`src/rtl/sram_port_arbiter.sv`:
```
module sram_port_arbiter #(
  parameter int unsigned OUTST_DEPTH = 4
) (
  input  logic        clk,
  input  logic        reset,

  input  logic        inst_req,
  input  logic        inst_wr,
  input  logic [1:0]  inst_size,
  input  logic [3:0]  inst_wstrb,
  input  logic [31:0] inst_addr,
  input  logic [31:0] inst_wdata,
  output logic        inst_addr_ok,
  output logic        inst_data_ok,
  output logic [31:0] inst_rdata,

  input  logic        data_req,
  input  logic        data_wr,
  input  logic [1:0]  data_size,
  input  logic [3:0]  data_wstrb,
  input  logic [31:0] data_addr,
  input  logic [31:0] data_wdata,
  output logic        data_addr_ok,
  output logic        data_data_ok,
  output logic [31:0] data_rdata,

  output logic        mem_req,
  output logic        mem_wr,
  output logic [1:0]  mem_size,
  output logic [3:0]  mem_wstrb,
  output logic [31:0] mem_addr,
  output logic [31:0] mem_wdata,
  input  logic        mem_addr_ok,
  input  logic        mem_data_ok,
  input  logic [31:0] mem_rdata
);

  localparam int unsigned PW = $clog2(OUTST_DEPTH);
  localparam int unsigned CW = PW + 1;
  localparam logic [CW-1:0] DEPTH_C = CW'(OUTST_DEPTH);

  typedef enum logic [1:0] {
    IDLE   = 2'd0,
    HOLD_I = 2'd1,
    HOLD_D = 2'd2
  } state_t;

  state_t state, state_nxt;

  logic [CW-1:0]          cnt;
  logic [PW-1:0]          wr_ptr, rd_ptr;
  logic [OUTST_DEPTH-1:0] owner_q;

  logic grant, owner, can_issue, empty, head, push, pop;

  assign can_issue = (cnt < DEPTH_C);
  assign empty     = (cnt == '0);
  assign head      = owner_q[rd_ptr];

  // Grant selection and next state; everything is gated off while reset is high.
  always_comb begin
    state_nxt = state;
    grant     = 1'b0;
    owner     = 1'b0;
    if (!reset) begin
      unique case (state)
        IDLE: begin
          if (can_issue) begin
            if (data_req) begin
              grant = 1'b1;
              owner = 1'b1;
              if (!mem_addr_ok) state_nxt = HOLD_D;
            end else if (inst_req) begin
              grant = 1'b1;
              if (!mem_addr_ok) state_nxt = HOLD_I;
            end
          end
        end
        HOLD_I: begin
          grant = 1'b1;
          if (mem_addr_ok) state_nxt = IDLE;
        end
        HOLD_D: begin
          grant = 1'b1;
          owner = 1'b1;
          if (mem_addr_ok) state_nxt = IDLE;
        end
        default: state_nxt = IDLE;
      endcase
    end
  end

  always_comb begin
    mem_req   = grant;
    mem_wr    = 1'b0;
    mem_size  = '0;
    mem_wstrb = '0;
    mem_addr  = '0;
    mem_wdata = '0;
    if (grant) begin
      if (owner) begin
        mem_wr    = data_wr;
        mem_size  = data_size;
        mem_wstrb = data_wstrb;
        mem_addr  = data_addr;
        mem_wdata = data_wdata;
      end else begin
        mem_wr    = inst_wr;
        mem_size  = inst_size;
        mem_wstrb = inst_wstrb;
        mem_addr  = inst_addr;
        mem_wdata = inst_wdata;
      end
    end
  end

  assign push = grant & mem_addr_ok;
  assign pop  = !reset & mem_data_ok & !empty;

  assign inst_addr_ok = push & !owner;
  assign data_addr_ok = push & owner;
  assign inst_data_ok = pop & !head;
  assign data_data_ok = pop & head;
  assign inst_rdata   = mem_rdata;
  assign data_rdata   = mem_rdata;

  always_ff @(posedge clk) begin
    if (reset) state <= IDLE;
    else       state <= state_nxt;
  end

  always_ff @(posedge clk) begin
    if (reset) begin
      wr_ptr <= '0;
      rd_ptr <= '0;
      cnt    <= '0;
    end else begin
      if (push) wr_ptr <= wr_ptr + PW'(1);
      if (pop)  rd_ptr <= rd_ptr + PW'(1);
      unique case ({push, pop})
        2'b10:   cnt <= cnt + CW'(1);
        2'b01:   cnt <= cnt - CW'(1);
        default: cnt <= cnt;
      endcase
    end
  end

  always_ff @(posedge clk) begin
    if (push) owner_q[wr_ptr] <= owner;
  end

endmodule

```
`config.mk`:
```
export PLATFORM = sky130hd
export DESIGN_NAME = sram_port_arbiter
export DESIGN_NICKNAME = d
export VERILOG_FILES = /design/src/rtl/sram_port_arbiter.sv
export SDC_FILE = /design/constraint.sdc
export NUM_CORES = 1
export LEC_CHECK = 0
export ABC_AREA = 0
export ABC_CLOCK_PERIOD_IN_PS = 2800
export CAP_MARGIN = 20
export CORE_AREA = 5 5 121 123
export DETAILED_ROUTE_END_ITERATION = 8
export DIE_AREA = 0 0 126 128
export GPL_TIMING_DRIVEN = 1
export SYNTH_ARGS = -nofsm -noshare
export SYNTH_HDL_FRONTEND = slang
export SYNTH_SLANG_ARGS = --single-unit
export TNS_END_PERCENT = 1
```
`constraint.sdc`:
```
create_clock -name clk -period 2.8 [get_ports clk]
set_clock_uncertainty 0.2 [all_clocks]
set_input_delay 0.56 -clock clk [delete_from_list [all_inputs] [get_ports clk]]
set_output_delay 0.56 -clock clk [all_outputs]
set_load 0.01 [all_outputs]
```
# Word level (Yosys, flattened, before mapping)

Index checks and enable logic that the tools add are counted.
Widths: inputs -> output; s select.

Word-level logic and storage cells: 70
Bits in registers: 13

Eq/ne operators: 8
Muxes and demuxes: 32
Bitwise gates (word level): 7
Magnitude comparators: 4
Add/subtract/negate cells: 4
Reduce and logical (&&, ||, !) cells: 10

Operator list:

| kind                | number |
|---|---|
| $mux 32             | 4 |
| $mux 2              | 8 |
| $mux 1              | 11 |
| $mux 4              | 2 |
| $and 1x1->1         | 7 |
| $lt 2x3->1 const B  | 2 |
| $pmux 3 s2          | 1 |
| $add 2x1->2 const B | 2 |
| $bwmux 4            | 1 |
| $eq 2x1->1 const B  | 2 |
| $eq 2x2->1 const B  | 2 |
| $logic_not 1->1     | 4 |
| $ne 2x2->1 const B  | 2 |
| $pmux 1 s2          | 2 |
| $pmux 2 s2          | 1 |
| $reduce_and 4->1    | 1 |
| $add 3x1->3 const B | 1 |
| $logic_not 3->1     | 1 |
| $lt 3x3->1 const B  | 1 |
| $ne 3x3->1 const B  | 1 |
| $sub 3x1->3 const B | 1 |
| $bmux 1 s2          | 1 |
| $demux 1 s2         | 1 |
| $ge 2x1->1 const B  | 1 |
| 5 further kinds     | 5 |

# Logic depth before layout (Yosys ltp)

Gate-level depths: netlist of the first run.

Depth in word-level cells: 8
Depth in mapped cells: 11
Mapped depth without buffers: 11

# Worst setup path after synthesis of the first run

Ideal clock, no wire load.

Path type: input to register
From: in inst_req
To: reg cnt[2]
Stages on the path: 10
Setup slack: 0.206 ns
Path buffers: 0
Arrival: 2.324 ns
Path through: or2_1 > a31oi_2 > nor4b_1 > inv_1 > ha_1 > inv_1 > fa_1 > xor2_1 > or3_1 > a21oi_1

Word-level cells in the longest chain between the ends: 8
Elaborated cells on any way between the ends: 10
Those cells by class: eq/ne: 2; mux: 6; bitwise: 1; reduce/logical: 1

Ends and longest elaborated chain:

| element                                                | line | text |
|---|---|---|
| start: declaration                                     | 7    | `input logic inst_req,` |
| $mux 1 (*)                                             | 73   | `end else if (inst_req) begin` |
| $mux 1 (*)                                             | 69   | `if (data_req) begin` |
| $mux 1 (*)                                             | 68   | `if (can_issue) begin` |
| $pmux 1 s2 (*)                                         | 66   | `unique case (state)` |
| $mux 1 (*)                                             | 65   | `if (!reset) begin` |
| $and 1x1->1 (*)                                        | 117  | `assign push = grant & mem_addr_ok;` |
| $eq 2x1->1 / $eq 2x2->1 (equally long branches)        | 140  | `unique case ({push, pop})` |
| $pmux 3 s2 / $reduce_bool 2->1 (equally long branches) | -    |  |
| end signal: assignment                                 | 141  | `2'b10: cnt <= cnt + CW'(1);` |
| end signal: assignment                                 | 142  | `2'b01: cnt <= cnt - CW'(1);` |
| end signal: assignment                                 | 143  | `default: cnt <= cnt;` |
| end: declaration                                       | 50   | `logic [CW-1:0] cnt;` |

Mark *: on every way between the ends. The rest lies on a longest branch, timed or not.
A chain may end at the register's enable or synchronous reset.

# Worst setup path after layout of the first run

From: reg state[0]
To: out mem_wdata[19]

Word-level cells in the longest chain between the ends: 5
Elaborated cells on any way between the ends: 10
Those cells by class: eq/ne: 2; mux: 6; reduce/logical: 2

Ends and longest elaborated chain:

| element                                              | line    | text |
|---|---|---|
| start: declaration                                   | 48      | `state_t state, state_nxt;` |
| start signal: assignment                             | 129     | `else state <= state_nxt;` |
| $eq 2x2->1, or another cell as far along             | 66      |  |
| $pmux 1 s2 / $reduce_or 2->1 (equally long branches) | -       |  |
| $mux 1 / $pmux 1 s2 (equally long branches)          | 65, 66  |  |
| $mux 32 / $mux 1 (equally long branches)             | 101, 65 |  |
| $mux 32 (*)                                          | 100     | `if (grant) begin` |
| end: declaration                                     | 32      | `output logic [31:0] mem_wdata,` |

Marked as above.

==> impl_metrics.py, run 1 <==
metrics = {
    "power_and_ir_drop": {
        "p_leak_nw": 1.91,
        "powerDensity_mw_per_mm2": 305,
        "ir_drop_v": 0.000313,
    },
    "flow_run": {
        "cap_violations": 0,
    },
    "timing": {
        "maxSlewViolCount": 0,
        "tightestPinTransition_ps": 341,
        "fmax_ghz": 0.360,
        "rsz0062_at_grt": "true",
        "hold_viol": 0,
        "finalSetupViolCount": 0,
        "layout_min_cycle_time_ps": 2780,
        "fin_setup_tns_ps": 0,
        "post-route-period-util": 0.992,
        "slew_headroom": 0.772,
    },
    "cts": {
        "cts_tree": "yes",
        "clkLatencyLatePin_ps": 240,
        "clock_path_buffers": 2,
        "hold_buffers": 0,
        "path_clk_slew_ps": 40,
        "cts_max_level": 1,
        "cts-root-buf": "clkbuf_16",
        "cts_sinks": 13,
        "cts_made_buffers": 3,
    },
    "drt": {
        "drt_iter0_drc": 69,
        "detail-route-antenna-nets": 0,
        "num_vias": 2992,
        "routed_via_density": 4.12,
        "drc": 0,
        "totalWireLength_mm": 10.4,
        "post_drt_wl_per_cell_um": 14.3,
        "dr.pass1.iters": 4,
    },
    "critical_path": {
        "worstPathCellList": "inv_2 -> ha_4 -> buf_6 -> a31oi_4 -> or3_4 -> buf_12 -> a21oi_2 -> clkdlybuf4s15_1",
        "path_depth": 8,
        "max_stage_delay_ps": 450,
        "rrSetupSlack_ps": 40,
        "worstPathArrival_ps": 2020,
        "critical_path.endpoint_type": "output port",
        "worstRegToRegCells": 15,
        "crit_required_ps": 2040,
        "path_buf_inv": 4,
        "worstSetupPathType": "flip-flop to output port",
        "cp_slowest_cell": "or3_4",
        "crit_path_end": "mem_wdata[19]",
        "cp_max_fo": 29,
        "critPathLaunchType": "flip-flop",
        "timing.rr.end": "cnt[2]",
        "crit_path_start": "state[0]",
        "critPathTopFamily": "buffers and inverters",
        "r2r-start": "state[0]",
    },
    "global_route": {
        "grt_pass1_vias": 3043,
        "busiest_layer": "met2",
        "use_met2": 0.202,
        "grt_use_total": 0.117,
        "use_met3": 0.0475,
        "antenna_found_initial": 0,
        "grt_util_met1": 0.139,
        "grt_pass1_wl_mm": 15.7,
        "grt_max_degree": 44,
        "grt_overflow": 0,
    },
    "synth": {
        "postSynthAreaPerCell_um2": 6.94,
        "netlist_instances": 382,
        "yosys_register_bits": 13,
        "syn_area_mm2": 0.00265,
        "synth_top_cells_by_area": "a21oi_2, nand2_1, buf_4",
        "yosysWarnings": 0,
        "synth_area_leader_cell": "a21oi_2",
        "async_flop_share": 0,
        "synth-edff-count": 4,
        "yosysMostFrequentCell": "nand2_1",
        "syn_nets": 571,
        "seq_area_frac_synth": 0.113,
        "synth_commonest_cells": "nand2_1, a21oi_2, buf_4",
        "synth_cell_types": 37,
        "netlist.area_leader.share": 0.228,
        "ys.flop_type": "dfxtp_1",
    },
    "cells_and_area": {
        "final_cells": 726,
        "drive_above_1_share": 0.313,
        "diodes": 0,
        "nNetsFinal": 736,
        "area_growth_pct": 75.0,
        "n_fill_cell": 1437,
    },
    "die": {
        "core_mm2": 0.0136,
        "placementRows": 43,
        "dieArea_mm2": 0.0161,
        "die_y_um": 128,
        "start_util": 0.195,
        "io_pins": 320,
        "die-width_um": 126,
    },
    "place": {
        "portBuffers": 223,
        "placedCellCount": 718,
        "routabilityCongestion": 0.875,
        "post-dp-hpwl_mm": 8.34,
    },
    "status": {
        "outcome": "completed",
    },
    "min_path": {
        "holdPathStages": 1,
        "hp-class": "flip-flop to flip-flop",
    },
}
[worst reg2reg max path: stages, from the launching register on]
cell and delay (ps):
dfxtp_2 320, inv_2 50, ha_4 150, buf_6 110, a31oi_4 180, buf_6 120
nor4b_2 40, buf_4 140, buf_4 140, inv_2 40, ha_2 170, inv_2 40
fa_2 340, xor2_1 170, or3_1 360, a21oi_2 110
[layer usage]
metal,share of wire,vias up
li1,-,1488
met1,0.41,1333
met2,0.48,164
met3,0.10,7
met4,0.0075,0
met5,0,-
[area by class of cell]
| cell class | count | area [µm²] | share of cell area |
|---|---|---|---|
| clock buffer | 4 | 78.8 | 0.0170 |
| inverter | 12 | 45.0 | 0.00971 |
| tap | 180 | 225 | 0.0486 |
| timing repair buffer | 248 | 2330 | 0.503 |
| multi-input combinational | 269 | 1650 | 0.357 |
| sequential | 13 | 303 | 0.0653 |
[flip-flops by register name (all words and copies together), names as in the netlist]
signal   flops
rd_ptr       2
state        2
cnt          3
owner_q      4
wr_ptr       2
[stage by stage]
| step | worst slack [ps] | util | hold slack [ps] | power (mW) | instance area [µm²] |
|---|---|---|---|---|---|
| finish | 22.7 | 0.342 | 289 | 1.41 | 4640 |
| global route | -83.7 | 0.342 | 325 | 1.51 | 4640 |
| CTS | -162 | 0.345 | 293 | 1.43 | 4680 |
| detailed placement | -561 | 0.343 | 295 | 1.19 | 4650 |
| global placement | -564 | 0.343 | 254 | 1.18 | 4650 |
| floorplan | 206 | - | 243 | 0.789 | 2650 |
[cell usage in the layout (no fill, tap or decap), drive strengths merged, types with 2 or more instances in the layout]
master and n:
or3 2, and2 6, mux2i 2, ha 8
dlygate4sd2 3, a21oi 74, clkdlybuf4s15 31, nand2 143
inv 12, edfxtp 4, dfxtp 9, clkdlybuf4s50 144
clkbuf 12, nand2b 4, nor3 3, nor3b 2
buf 60, xor2 2, dlymetal6s2s 2, nor2 7
[cells by family after synthesis]
group | after synthesis | share of synthesized area
AOI/OAI and AO/OA | 80 | 0.257
xor gates and xnor gates | 3 | 0.00992
adders and majority gates | 9 | 0.0453
buffers and inverters | 100 | 0.285
DFF | 13 | 0.113
muxes | 4 | 0.0203
and+or+nand+nor | 173 | 0.269
[report_power, final]
part | switching (mW) | leakage (nW) | total (mW) | internal, mW
Clock | 0.0768 | 0.0382 | 0.269 | 0.192
Combinational | 0.434 | 1.77 | 0.923 | 0.489
Sequential | 0.0115 | 0.111 | 0.222 | 0.210
[worst min-delay path by stage]
stage,startpoint,end,slack (ps)
2_1_floorplan,rd_ptr[1],rd_ptr[1],240
3_3_place_gp,rd_ptr[1],rd_ptr[1],250
3_5_place_dp,rd_ptr[1],rd_ptr[1],300
4_1_cts,rd_ptr[1],rd_ptr[1],290
5_1_grt,rd_ptr[1],rd_ptr[1],320
6_report,rd_ptr[1],rd_ptr[1],290
[timing repair]
item                       in CTS  in global routing
pin swaps                       2                  7
setup endpoints to repair      78                 66
cloned                          1                  0
buffers inserted                3                  0
resized for setup             224                 38
hold endpoints to repair        0                  0
Note: power is estimated with default switching activity, not from simulation.
==> run 2: changes to the inputs <==
--- a/config.mk
+++ b/config.mk
@@ -12,6 +12,7 @@
 export DETAILED_ROUTE_END_ITERATION = 8
 export DIE_AREA = 0 0 126 128
 export GPL_TIMING_DRIVEN = 1
+export SKIP_CTS_REPAIR_TIMING = 1
 export SYNTH_ARGS = -nofsm -noshare
 export SYNTH_HDL_FRONTEND = slang
 export SYNTH_SLANG_ARGS = --single-unit
==> run 2 against run 1 <==
The run now ends with setup timing left. Global-route usage is 0.36 points lower. Worst setup slack worse by 290 ps. Die area stayed put. Flip-flop and latch count stayed put. Final area is 4.5% higher. Largest cell class unchanged. Maximum frequency is 9.5% lower. Via count is 0.90% lower. Wire length is 1.7% lower. Cell count is 0.55% lower.
==> impl_metrics.py, run 2 (synthesis results as in run 1) <==
metrics = {
    "cts": {
        "clock_path_buffers": 2,
        "cts_sinks": 13,
        "path_clk_slew_ps": 40,
        "cts_max_level": 1,
        "clkLatencyLatePin_ps": 240,
        "cts_made_buffers": 3,
        "cts_tree": "yes",
        "cts-root-buf": "clkbuf_16",
    },
    "timing": {
        "rsz0062_at_grt": "true",
        "fmax_ghz": 0.326,
        "layout_min_cycle_time_ps": 3070,
        "tightestPinTransition_ps": 342,
        "fin_ws_ps": -270,
        "post-route-period-util": 1.10,
        "hold_viol": 0,
        "slew_headroom": 0.772,
        "maxSlewViolCount": 0,
        "finalSetupViolCount": 7,
    },
    "critical_path": {
        "worstPathArrival_ps": 2310,
        "max_stage_delay_ps": 540,
        "cp_max_fo": 43,
        "critPathLaunchType": "flip-flop",
        "worstSetupPathType": "flip-flop to output port",
        "critPathTopFamily": "buffers and inverters",
        "crit_required_ps": 2040,
        "worstRegToRegCells": 14,
        "path_buf_inv": 3,
        "cp_slowest_cell": "clkdlybuf4s50_1",
        "worstPathCellList": "inv_1 -> ha_1 -> a31oi_4 -> or3_4 -> buf_12 -> a21oi_2 -> clkdlybuf4s50_1",
        "r2r-start": "state[0]",
        "critical_path.endpoint_type": "output port",
        "timing.rr.end": "cnt[2]",
        "rrSetupSlack_ps": 90,
    },
    "drt": {
        "detail-route-antenna-nets": 0,
        "routed_via_density": 4.11,
        "drc": 0,
        "dr.pass1.iters": 4,
        "drt_iter0_drc": 73,
        "totalWireLength_mm": 10.2,
        "post_drt_wl_per_cell_um": 14.1,
        "num_vias": 2965,
    },
    "place": {
        "pre_cts_slack_ps": -561,
        "portBuffers": 223,
        "placedCellCount": 718,
        "post-dp-hpwl_mm": 8.34,
        "routabilityCongestion": 0.875,
        "dpl-instance-area_mm2": 0.00465,
    },
    "cells_and_area": {
        "largest_reg_flops": 4,
        "top_register": "owner_q",
        "reg_top3": "owner_q x4, cnt x3",
        "nNetsFinal": 732,
        "diodes": 0,
        "final_common_cell": "clkdlybuf4s50_1",
        "area_growth_pct": 82.9,
        "final_cell_mix": "clkdlybuf4s50_1, nand2_1, a21oi_2",
        "final_cells": 722,
        "multi_input_area_mm2": 0.00163,
        "regArea_um2": 300,
        "n_fill_cell": 1394,
        "fin_area_mm2": 0.00485,
        "drive_above_1_share": 0.210,
        "final_util": 0.358,
    },
    "status": {
        "outcome": "finished, violations left",
        "violations": "setup timing",
    },
    "power_and_ir_drop": {
        "p_leak_nw": 2.71,
        "powerDensity_mw_per_mm2": 292,
        "seq_power_share": 0.156,
        "swShare": 0.360,
        "p_clk_frac": 0.190,
        "ir_drop_v": 0.000316,
        "power_frac_comb": 0.654,
        "power_mw": 1.42,
        "switching_power_uw": 509,
        "intPower_uw": 906,
    },
    "die": {
        "io_pins": 320,
        "placementRows": 43,
        "start_util": 0.195,
        "die_y_um": 128,
        "die-width_um": 126,
        "dieArea_mm2": 0.0161,
        "core_mm2": 0.0136,
    },
    "global_route": {
        "grt_overflow": 0,
        "grt_max_degree": 44,
        "grt_pass1_wl_mm": 15.2,
        "grt_pass1_vias": 2996,
        "grt_use_total": 0.113,
        "antenna_found_initial": 0,
    },
    "min_path": {
        "holdPathStages": 1,
        "hold_end": "rd_ptr[1]",
        "hp-start": "rd_ptr[1]",
        "hp-class": "flip-flop to flip-flop",
    },
    "flow_run": {
        "cap_violations": 0,
    },
}
run 2: metrics by stage:
step | hold WS [ps] | TNS (ps)
after floorplan | 243 | 0
after global routing | 325 | -2730
final | 290 | -1760
after CTS | 293 | -38820
after global placement | 254 | -38740
after detailed placement | 295 | -38980
run 2: cell type report:
| cell class | instances | share of cell area |
|---|---|---|
| multi-input combinational | 269 | 0.337 |
| inverter | 12 | 0.00929 |
| timing repair buffer | 244 | 0.529 |
| clock buffer | 4 | 0.0163 |
| sequential | 13 | 0.0620 |
| tap | 180 | 0.0465 |
run 2: power by group through the flow:
stage	combinational [mW]	sequential [mW]	clock (mW)
after detailed placement	0.969	0.224	0
after global routing	1.00	0.223	0.285
after global placement	0.956	0.223	0
after CTS	0.974	0.221	0.277
after floorplan	0.567	0.222	0
final	0.926	0.221	0.269
run 2: worst max path at each step:
| stage | start | endpoint | cells past startpoint |
|---|---|---|---|
| after detailed placement | inst_req | mem_wstrb[3] | 7 |
| after CTS | inst_req | mem_wstrb[3] | 7 |
| after floorplan | inst_req | cnt[2] | 10 |
| after global placement | inst_req | mem_wstrb[3] | 7 |
| final | state[0] | mem_addr[2] | 7 |
| after global routing | state[0] | mem_addr[2] | 8 |
run 2: per-layer routing:
metal / track usage / share of wire
met3: 0.0488 / 0.11
met2: 0.193 / 0.48
met4: 0.0208 / 0.010
met1: 0.133 / 0.40
met5: 0 / 0
==> run 3: changes to the inputs <==
--- a/config.mk
+++ b/config.mk
@@ -7,7 +7,7 @@
 export LEC_CHECK = 0
 export ABC_AREA = 0
 export ABC_CLOCK_PERIOD_IN_PS = 2800
-export CAP_MARGIN = 20
+export CAP_MARGIN = 30
 export CORE_AREA = 5 5 121 123
 export DETAILED_ROUTE_END_ITERATION = 8
 export DIE_AREA = 0 0 126 128
==> results of run 3 <==
The final DEF is identical to that of run 2; final timing and power are the same.
